==> config.mk <==
export PLATFORM = sky130hd
export DESIGN_NAME = spi_slave_rx
export DESIGN_NICKNAME = d
export VERILOG_FILES = /design/src/rtl/spi_slave_rx.sv
export SDC_FILE = /design/constraint.sdc
export NUM_CORES = 1
export LEC_CHECK = 0
export BUFFER_PORTS_ARGS = -buffer_cell sky130_fd_sc_hd__buf_2
export CELL_PAD_IN_SITES_DETAIL_PLACEMENT = 0
export CELL_PAD_IN_SITES_GLOBAL_PLACEMENT = 1
export CORE_UTILIZATION = 40
export CTS_CLUSTER_DIAMETER = 60
export CTS_CLUSTER_SIZE = 12
export DETAILED_ROUTE_END_ITERATION = 7
export PLACE_DENSITY = 0.74
export SLEW_MARGIN = 20
export SYNTH_ARGS = -nofsm -noshare
export SYNTH_HDL_FRONTEND = slang
export SYNTH_SLANG_ARGS = --single-unit
==> constraint.sdc <==
create_clock -name clk -period 3.8 [get_ports clk]
set_input_delay 0.38 -clock clk [delete_from_list [all_inputs] [get_ports clk]]
set_output_delay 0.38 -clock clk [all_outputs]
set_load 0.005 [all_outputs]
==> src/rtl/spi_slave_rx.sv <==
// spi_slave_rx
//   Receive-side SPI endpoint running entirely on clk. sclk/cs/mosi are
//   oversampled through synchronisers; mosi is captured on each detected
//   sclk falling edge (mid-bit, because the master drives mosi on rising edges).
//   Each completed DATA_W-bit word is offered on a valid/ready output.
//
//   Optional build macro: SPI_RX_MSB_FIRST_EN
//     undefined : LSB-first (first received bit lands in dout[0])
//     defined   : MSB-first (first received bit lands in dout[DATA_W-1])
//
// Ports
//   clk, rst      system clock, synchronous active-high reset
//   sclk, cs      SPI clock / active-low chip select (asynchronous to clk)
//   mosi          SPI data (asynchronous to clk)
//   dout          received word, stable while dout_valid=1
//   dout_valid    word available; held until accepted
//   dout_ready    consumer accepts when dout_valid & dout_ready
//   busy          frame open (SHIFT, DONE or WAIT_CS)
//   frame_err     one-cycle pulse: cs rose after 1..DATA_W-1 bits
//   overrun       one-cycle pulse: a completed word was dropped
//   dbg_state     current FSM state (0 IDLE, 1 SHIFT, 2 DONE, 3 WAIT_CS)
//
// Handshake: a word transfers on every clk edge where dout_valid & dout_ready
// are both high. Once raised, dout_valid stays high and dout stays constant
// until that transfer happens. dout_ready has no effect while dout_valid=0.
module spi_slave_rx #(
    parameter int DATA_W      = 12,
    parameter int SYNC_STAGES = 2
) (
    input  logic              clk,
    input  logic              rst,
    input  logic              sclk,
    input  logic              cs,
    input  logic              mosi,
    output logic [DATA_W-1:0] dout,
    output logic              dout_valid,
    input  logic              dout_ready,
    output logic              busy,
    output logic              frame_err,
    output logic              overrun,
    output logic [1:0]        dbg_state
);

    localparam int CNT_W = $clog2(DATA_W + 1);

    typedef enum logic [1:0] {
        IDLE    = 2'd0,
        SHIFT   = 2'd1,
        DONE    = 2'd2,
        WAIT_CS = 2'd3
    } state_t;

    state_t                 state_q, state_d;
    logic [SYNC_STAGES-1:0] sclk_sync_q, sclk_sync_d;
    logic [SYNC_STAGES-1:0] cs_sync_q, cs_sync_d;
    logic [SYNC_STAGES-1:0] mosi_sync_q, mosi_sync_d;
    logic [SYNC_STAGES-1:0] fill_q, fill_d;
    logic                   sclk_prev_q, sclk_prev_d;
    logic                   armed_q, armed_d;
    logic [CNT_W-1:0]       cnt_q, cnt_d;
    logic [DATA_W-1:0]      shift_q, shift_d;
    logic [DATA_W-1:0]      dout_q, dout_d;
    logic                   dout_valid_q, dout_valid_d;
    logic                   frame_err_q, frame_err_d;
    logic                   overrun_q, overrun_d;

    logic sclk_s, cs_s, mosi_s, sclk_fall;

    assign sclk_s    = sclk_sync_q[SYNC_STAGES-1];
    assign cs_s      = cs_sync_q[SYNC_STAGES-1];
    assign mosi_s    = mosi_sync_q[SYNC_STAGES-1];
    assign sclk_fall = sclk_prev_q & ~sclk_s;

    // Synchroniser shift chains and edge-detect history.
    always_comb begin
        sclk_sync_d = {sclk_sync_q[SYNC_STAGES-2:0], sclk};
        cs_sync_d   = {cs_sync_q[SYNC_STAGES-2:0], cs};
        mosi_sync_d = {mosi_sync_q[SYNC_STAGES-2:0], mosi};
        sclk_prev_d = sclk_s;
        // fill_q tracks how far real samples have travelled down the chains
        // since reset; its top bit says cs_s no longer shows the reset value.
        fill_d      = {fill_q[SYNC_STAGES-2:0], 1'b1};
    end

    // Next-state and output logic.
    always_comb begin
        state_d      = state_q;
        cnt_d        = cnt_q;
        shift_d      = shift_q;
        dout_d       = dout_q;
        dout_valid_d = dout_valid_q;
        frame_err_d  = 1'b0;
        overrun_d    = 1'b0;
        // A frame already open on the wire when reset released must not be
        // picked up half way: a genuine cs high must be seen first.
        armed_d      = armed_q | (cs_s & fill_q[SYNC_STAGES-1]);

        if (dout_valid_q && dout_ready) begin
            dout_valid_d = 1'b0;
        end

        case (state_q)
            IDLE: begin
                if (!cs_s && armed_q) begin
                    state_d = SHIFT;
                    cnt_d   = '0;
                    shift_d = '0;
                end
            end
            SHIFT: begin
                if (cs_s) begin
                    if (cnt_q != '0) begin
                        frame_err_d = 1'b1;
                    end
                    cnt_d   = '0;
                    state_d = IDLE;
                end else if (sclk_fall) begin
`ifdef SPI_RX_MSB_FIRST_EN
                    shift_d = {shift_q[DATA_W-2:0], mosi_s};
`else
                    shift_d = {mosi_s, shift_q[DATA_W-1:1]};
`endif
                    cnt_d = cnt_q + 1'b1;
                    if (cnt_q == CNT_W'(DATA_W - 1)) begin
                        state_d = DONE;
                    end
                end
            end
            DONE: begin
                // Load when the output slot is free or is being emptied now.
                if (!dout_valid_q || dout_ready) begin
                    dout_d       = shift_q;
                    dout_valid_d = 1'b1;
                end else begin
                    overrun_d = 1'b1;
                end
                state_d = WAIT_CS;
            end
            WAIT_CS: begin
                if (cs_s) begin
                    state_d = IDLE;
                end
            end
            default: state_d = IDLE;
        endcase
    end

    always_ff @(posedge clk) begin
        if (rst) begin
            sclk_sync_q  <= '0;
            cs_sync_q    <= '1;
            mosi_sync_q  <= '0;
            fill_q       <= '0;
            sclk_prev_q  <= 1'b0;
            armed_q      <= 1'b0;
            state_q      <= IDLE;
            cnt_q        <= '0;
            shift_q      <= '0;
            dout_q       <= '0;
            dout_valid_q <= 1'b0;
            frame_err_q  <= 1'b0;
            overrun_q    <= 1'b0;
        end else begin
            sclk_sync_q  <= sclk_sync_d;
            cs_sync_q    <= cs_sync_d;
            mosi_sync_q  <= mosi_sync_d;
            fill_q       <= fill_d;
            sclk_prev_q  <= sclk_prev_d;
            armed_q      <= armed_d;
            state_q      <= state_d;
            cnt_q        <= cnt_d;
            shift_q      <= shift_d;
            dout_q       <= dout_d;
            dout_valid_q <= dout_valid_d;
            frame_err_q  <= frame_err_d;
            overrun_q    <= overrun_d;
        end
    end

    assign dout       = dout_q;
    assign dout_valid = dout_valid_q;
    assign busy       = (state_q != IDLE);
    assign frame_err  = frame_err_q;
    assign overrun    = overrun_q;
    assign dbg_state  = state_q;

endmodule

======== After elaboration in Yosys (flattened, before gate mapping) ========
Index checks and enable logic that the tools add are counted.
storage, ports and cells
  input bits .............................. 6
  memories kept ........................... 0
  memory bits (read-only) ................. 0
  register bits after elaboration ......... 43
  bits in latches ......................... 0
  RAM bits ................................ 0
  logic and storage cells ................. 67
  output and inout bits ................... 18
operators by class
  $mul .................................... 0
  mux-type cells .......................... 20
  $add $sub $neg .......................... 1
  bitwise operators ....................... 7
  div/mod/pow operators ................... 0
  equal/unequal tests ..................... 10
  reductions and logical operators ........ 15
  shifts and indexed selects .............. 0
  $lt $le $gt $ge ......................... 0
operators with widths
  kind                                                                    number
  12-bit two-way mux                                                      3
  12-bit case mux with 2 select lines                                     1
  4-bit two-way mux                                                       3
  2-bit two-way mux                                                       5
  2-bit inequality test (second input constant)                           4
  2-bit case mux with 4 select lines                                      1
  4-bit case mux with 2 select lines                                      1
  4-bit AND reduction                                                     2
  1-bit two-way mux                                                       6
  3-bit inequality test (second input constant)                           2
  4-bit by 1-bit adder with 4-bit output (second input constant)          1
  2-bit equality test (second input constant)                             2
  4-bit equality test (second input constant)                             1
  1-bit inverter                                                          4
  2-bit nonzero test                                                      2
  4-bit nonzero test                                                      1
  3-bit AND reduction                                                     1
  3-bit OR reduction                                                      1
  1-bit bitwise AND                                                       2
  2-bit by 1-bit equality test with 1-bit output (second input constant)  1
  1-bit logical AND                                                       2
  1-bit logical NOT                                                       2
  2-bit logical NOT                                                       1
  2-bit AND reduction                                                     1
  3 further kinds                                                         3

======== Depth between registers and ports, before layout ========
  word-level depth ........................ 5
  mapped depth ............................ 6
  gate-level depth less buffers ........... 5

======== Worst setup path after synthesis ========
OpenSTA, ideal clock, no wires.
  path type ............................... flip-flop to flip-flop
  start ................................... register state_q[0] (netlist: dbg_state[0])
  end ..................................... register shift_q[0]
  stages on the path, launching flop included .. 6
  arrival time ............................ 1,272 ps
  slack ................................... 2,469 ps
  library setup time ...................... 59 ps
  period minus slack after synthesis ...... 1,331 ps
  required time ........................... 3,741 ps
  path buffers ............................ 2
  cells stage by stage .................... dfxtp_1 > buf_4 > mux2_1 > a21oi_2 > buf_4 > a22o_1
on the way
  cells in the longest elaborated chain, start to end .. 3
  elaborated cells between the ends (all ways) .. 8
  those cells by class .................... 4 x eq/ne; 1 x mux; 3 x reduce/logical
ends and longest elaborated chain
  element                                                                              RTL line  RTL
  start, declared                                                                      53        state_t state_q, state_d;
  start signal, assigned                                                               170       state_q <= state_d;
  2-bit by 1-bit equality test with 1-bit output or 2-bit logical NOT (tied branches)  102       case (state_q)
  2-bit inequality test (no line) or 2-bit nonzero test (tied branches)                n/a
  4-bit AND reduction (no line)                                                        n/a
  end signal, assigned                                                                 172       shift_q <= shift_d;
  end, declared                                                                        61        logic [DATA_W-1:0] shift_q, shift_d;
Parallel ways exist; a longest one is shown, timed or not.
A chain may end at the register's enable or synchronous reset.

======== Final worst setup path ========
  start ................................... register state_q[0] (netlist: dbg_state[0])
  end ..................................... register cnt_q[0]
on the way
  cells in the longest elaborated chain, start to end .. 3
  elaborated cells between the ends (all ways) .. 7
  those cells by class .................... 3 x eq/ne; 1 x mux; 3 x reduce/logical
ends and longest elaborated chain
  element                                                                              RTL line  RTL
  2-bit by 1-bit equality test with 1-bit output or 2-bit logical NOT (tied branches)  102
  3-bit inequality test (no line) (tied with other cells)                              n/a
  3-bit AND reduction (no line)                                                        n/a
  end signal, assigned                                                                 171       cnt_q <= cnt_d;
  end, declared                                                                        60        logic [CNT_W-1:0] cnt_q, cnt_d;
Parallel ways exist; a longest one is shown, timed or not.

==> impl_metrics.env <==
export IMPL_clockBufferDepth=2
export IMPL_hold_viol_final=0
export IMPL_dr_pass1_iters=4
export IMPL_drc=0
export IMPL_p_leak_nw=0.704
export IMPL_antenna_found_initial=0
export IMPL_final_period_utilization=0.445
export IMPL_placementRows=22
export IMPL_synth_largest_area_cell="dfxtp_1"
export IMPL_die_height_um=63.6
export IMPL_fin_skew_ns=0.00512
export IMPL_post_route_cells_drive_above_1_share=0.212
export IMPL_finish_instance_area_um2=1770
export IMPL_crit_required_ns=4.03
export IMPL_maxSlewViolCount=0
export IMPL_place_congestion=0.796
export IMPL_numPortBuffers=23
export IMPL_grt_use_total=0.145
export IMPL_grt_max_degree=30
export IMPL_die_w_um=63.6
export IMPL_max_slew_worst_pin_slew_ns=0.849
export IMPL_gr_total_overflow=0
export IMPL_end_kind="flip-flop"
export IMPL_vias_per_cell=4.82
export IMPL_synth_area_um2=1520
export IMPL_post_cts_setup_buffer_count=0
export IMPL_multi_input_area_um2=596
export IMPL_critical_path_arrival_ns=1.92
export IMPL_ioPinCount=24
export IMPL_insertion_delay_ns=0.29
export IMPL_dpl_cell_area_um2=1650
export IMPL_synth_nets=164
export IMPL_netlist_cell_type_count=32
export IMPL_whs_path_depth=2
export IMPL_reg2regPathDepth=3
export IMPL_path_max_fanout=14
export IMPL_setup_violations=0
export IMPL_clockRootBuffer="clkbuf_8"
export IMPL_initial_utilization=0.415
export IMPL_wl_per_cell_um=11.4
export IMPL_clk_transition_reported_paths_ns=0.08
export IMPL_ir_drop_uv=382
export IMPL_synth_area_leaders="dfxtp_1 57%, a22o_1 7.5%, nand2_1 7.4%"
export IMPL_h_tree_depth=2
export IMPL_pwr_density_cell_nw_per_um2=467
export IMPL_area_delta_synth_final_pct=16.3
export IMPL_status="completed"
export IMPL_die_area_um2=4050
export IMPL_cts_buffers=5
export IMPL_via_count=1095
export IMPL_hold_class="input pin to flip-flop"
export IMPL_core_um2=3660
export IMPL_dp_hpwl_um=1760
export IMPL_n_antenna_cell=0
export IMPL_final_setup_tns_ns=0
export IMPL_grt_setup_unrepaired="no"
export IMPL_grt_pass1_wl_um=4550
export IMPL_cap_violations=0
export IMPL_crit_path_start_kind="flip-flop"
export IMPL_synthCells=156
export IMPL_routed_wl_um=2600
export IMPL_final_cell_mix="43 x dfxtp_1, 30 x nand2_1, 23 x buf_2, 15 x a21oi_1, 13 x a22o_1"
export IMPL_final_common_cell="dfxtp_1"
export IMPL_nNetsFinal=186
export IMPL_cts_hold_buf=0
export IMPL_first_global_vias=1028
export IMPL_fillCellCount=363
export IMPL_fmax_mhz=591
export IMPL_synth_seq_area_share=0.567
export IMPL_yosysWarnings=0
export IMPL_synth_top_area_frac=0.567
export IMPL_cts_tree="built"
export IMPL_seq_area_um2=861
export IMPL_finalCriticalPeriod_ns=1.69
export IMPL_ant_nets=0
export IMPL_ys_ff_latch=43
export IMPL_syn_avg_cell_area_um2=9.74
export IMPL_relSlewSlack=0.432
export IMPL_worstSetupPathType="flip-flop to flip-flop"
export IMPL_cts_resized=0
export IMPL_drtIter0Drc=32
export IMPL_cts_sinks=43
-- where the power goes --
group	internal, W	total (W)	switching [W]
clock network	0.000196	0.000349	0.000154
logic	0.00000707	0.0000178	0.0000107
registers	0.000455	0.000458	0.00000267
total	0.000658	0.000825	0.000167
-- metal layers --
layer / GRT usage / vias up / wire length (um)
met5: 0 / - / 0
met4: 0.0682 / 0 / 34
met3: 0.0453 / 4 / 135
met2: 0.223 / 25 / 1090
met1: 0.183 / 492 / 1340
li1: - / 574 / -
-- synth_stat cells, drive strengths merged --
cell type / instances
clkbuf: 3
nand2b: 3
or3: 1
a21oi: 16
and2: 1
a211oi: 2
o221ai: 2
ha: 2
nor3: 2
mux2: 2
dfxtp: 43
nand4b: 1
xor2: 1
nand3: 3
buf: 5
a31oi: 1
nand2: 30
o21ai: 1
nor2b: 10
a2111oi: 1
inv: 6
nor2: 4
o21a: 1
or2: 2
a22o: 13
-- stage by stage --
step	setup slack [ns]	instances	util	total power (W)	hold slack [ns]
3_3_place_gp	1.96	219	0.452	0.000486	0.393
5_1_grt	1.93	227	0.483	0.000858	0.266
6_report	2.11	227	0.483	0.000825	0.271
4_1_cts	2.12	227	0.483	0.000837	0.260
2_1_floorplan	2.47	156	-	0.000482	0.389
3_5_place_dp	1.89	219	0.452	0.000487	0.398
-- cell families after synthesis --
group / Yosys count / synth area share
compound gates: 37 / 0.174
fa+ha+maj: 2 / 0.0165
xor+xnor: 1 / 0.00577
buf+inv: 14 / 0.0412
mux: 2 / 0.0148
simple gates: 57 / 0.181
flops: 43 / 0.567
-- flip-flops by register name (all words and copies together), names as in the netlist, named ones only --
register and cells:
dout 12, shift_q 12, cnt_q 4, cs_sync_q 2
fill_q 2, mosi_sync_q 2, sclk_sync_q 2, armed_q 1
dbg_state 1, dout_valid 1, frame_err 1, overrun 1
sclk_prev_q 1
-- area by class of cell --
cell class	count	share of cell area
tap	48	0.0340
multi-input combinational	99	0.337
clock inverter	3	0.0248
sequential	43	0.487
clock buffer	5	0.0390
timing repair buffer	23	0.0652
inverter	6	0.0127
-- worst paths after layout --
kind           startpoint      endpoint  slack, ns
max reg2reg  dbg_state[0]      cnt_q[0]       2.11
max          dbg_state[0]      cnt_q[0]       2.11
min reg2reg  cs_sync_q[0]  cs_sync_q[1]       0.41
min                    cs  cs_sync_q[0]       0.27
-- critical path: stages, from the launching register on --
cell and delay [ns]:
dfxtp_1 0.56, nand2_1 0.11, nor2_1 0.68, mux2_2 0.28
Power figures use the tool's default switching activity.
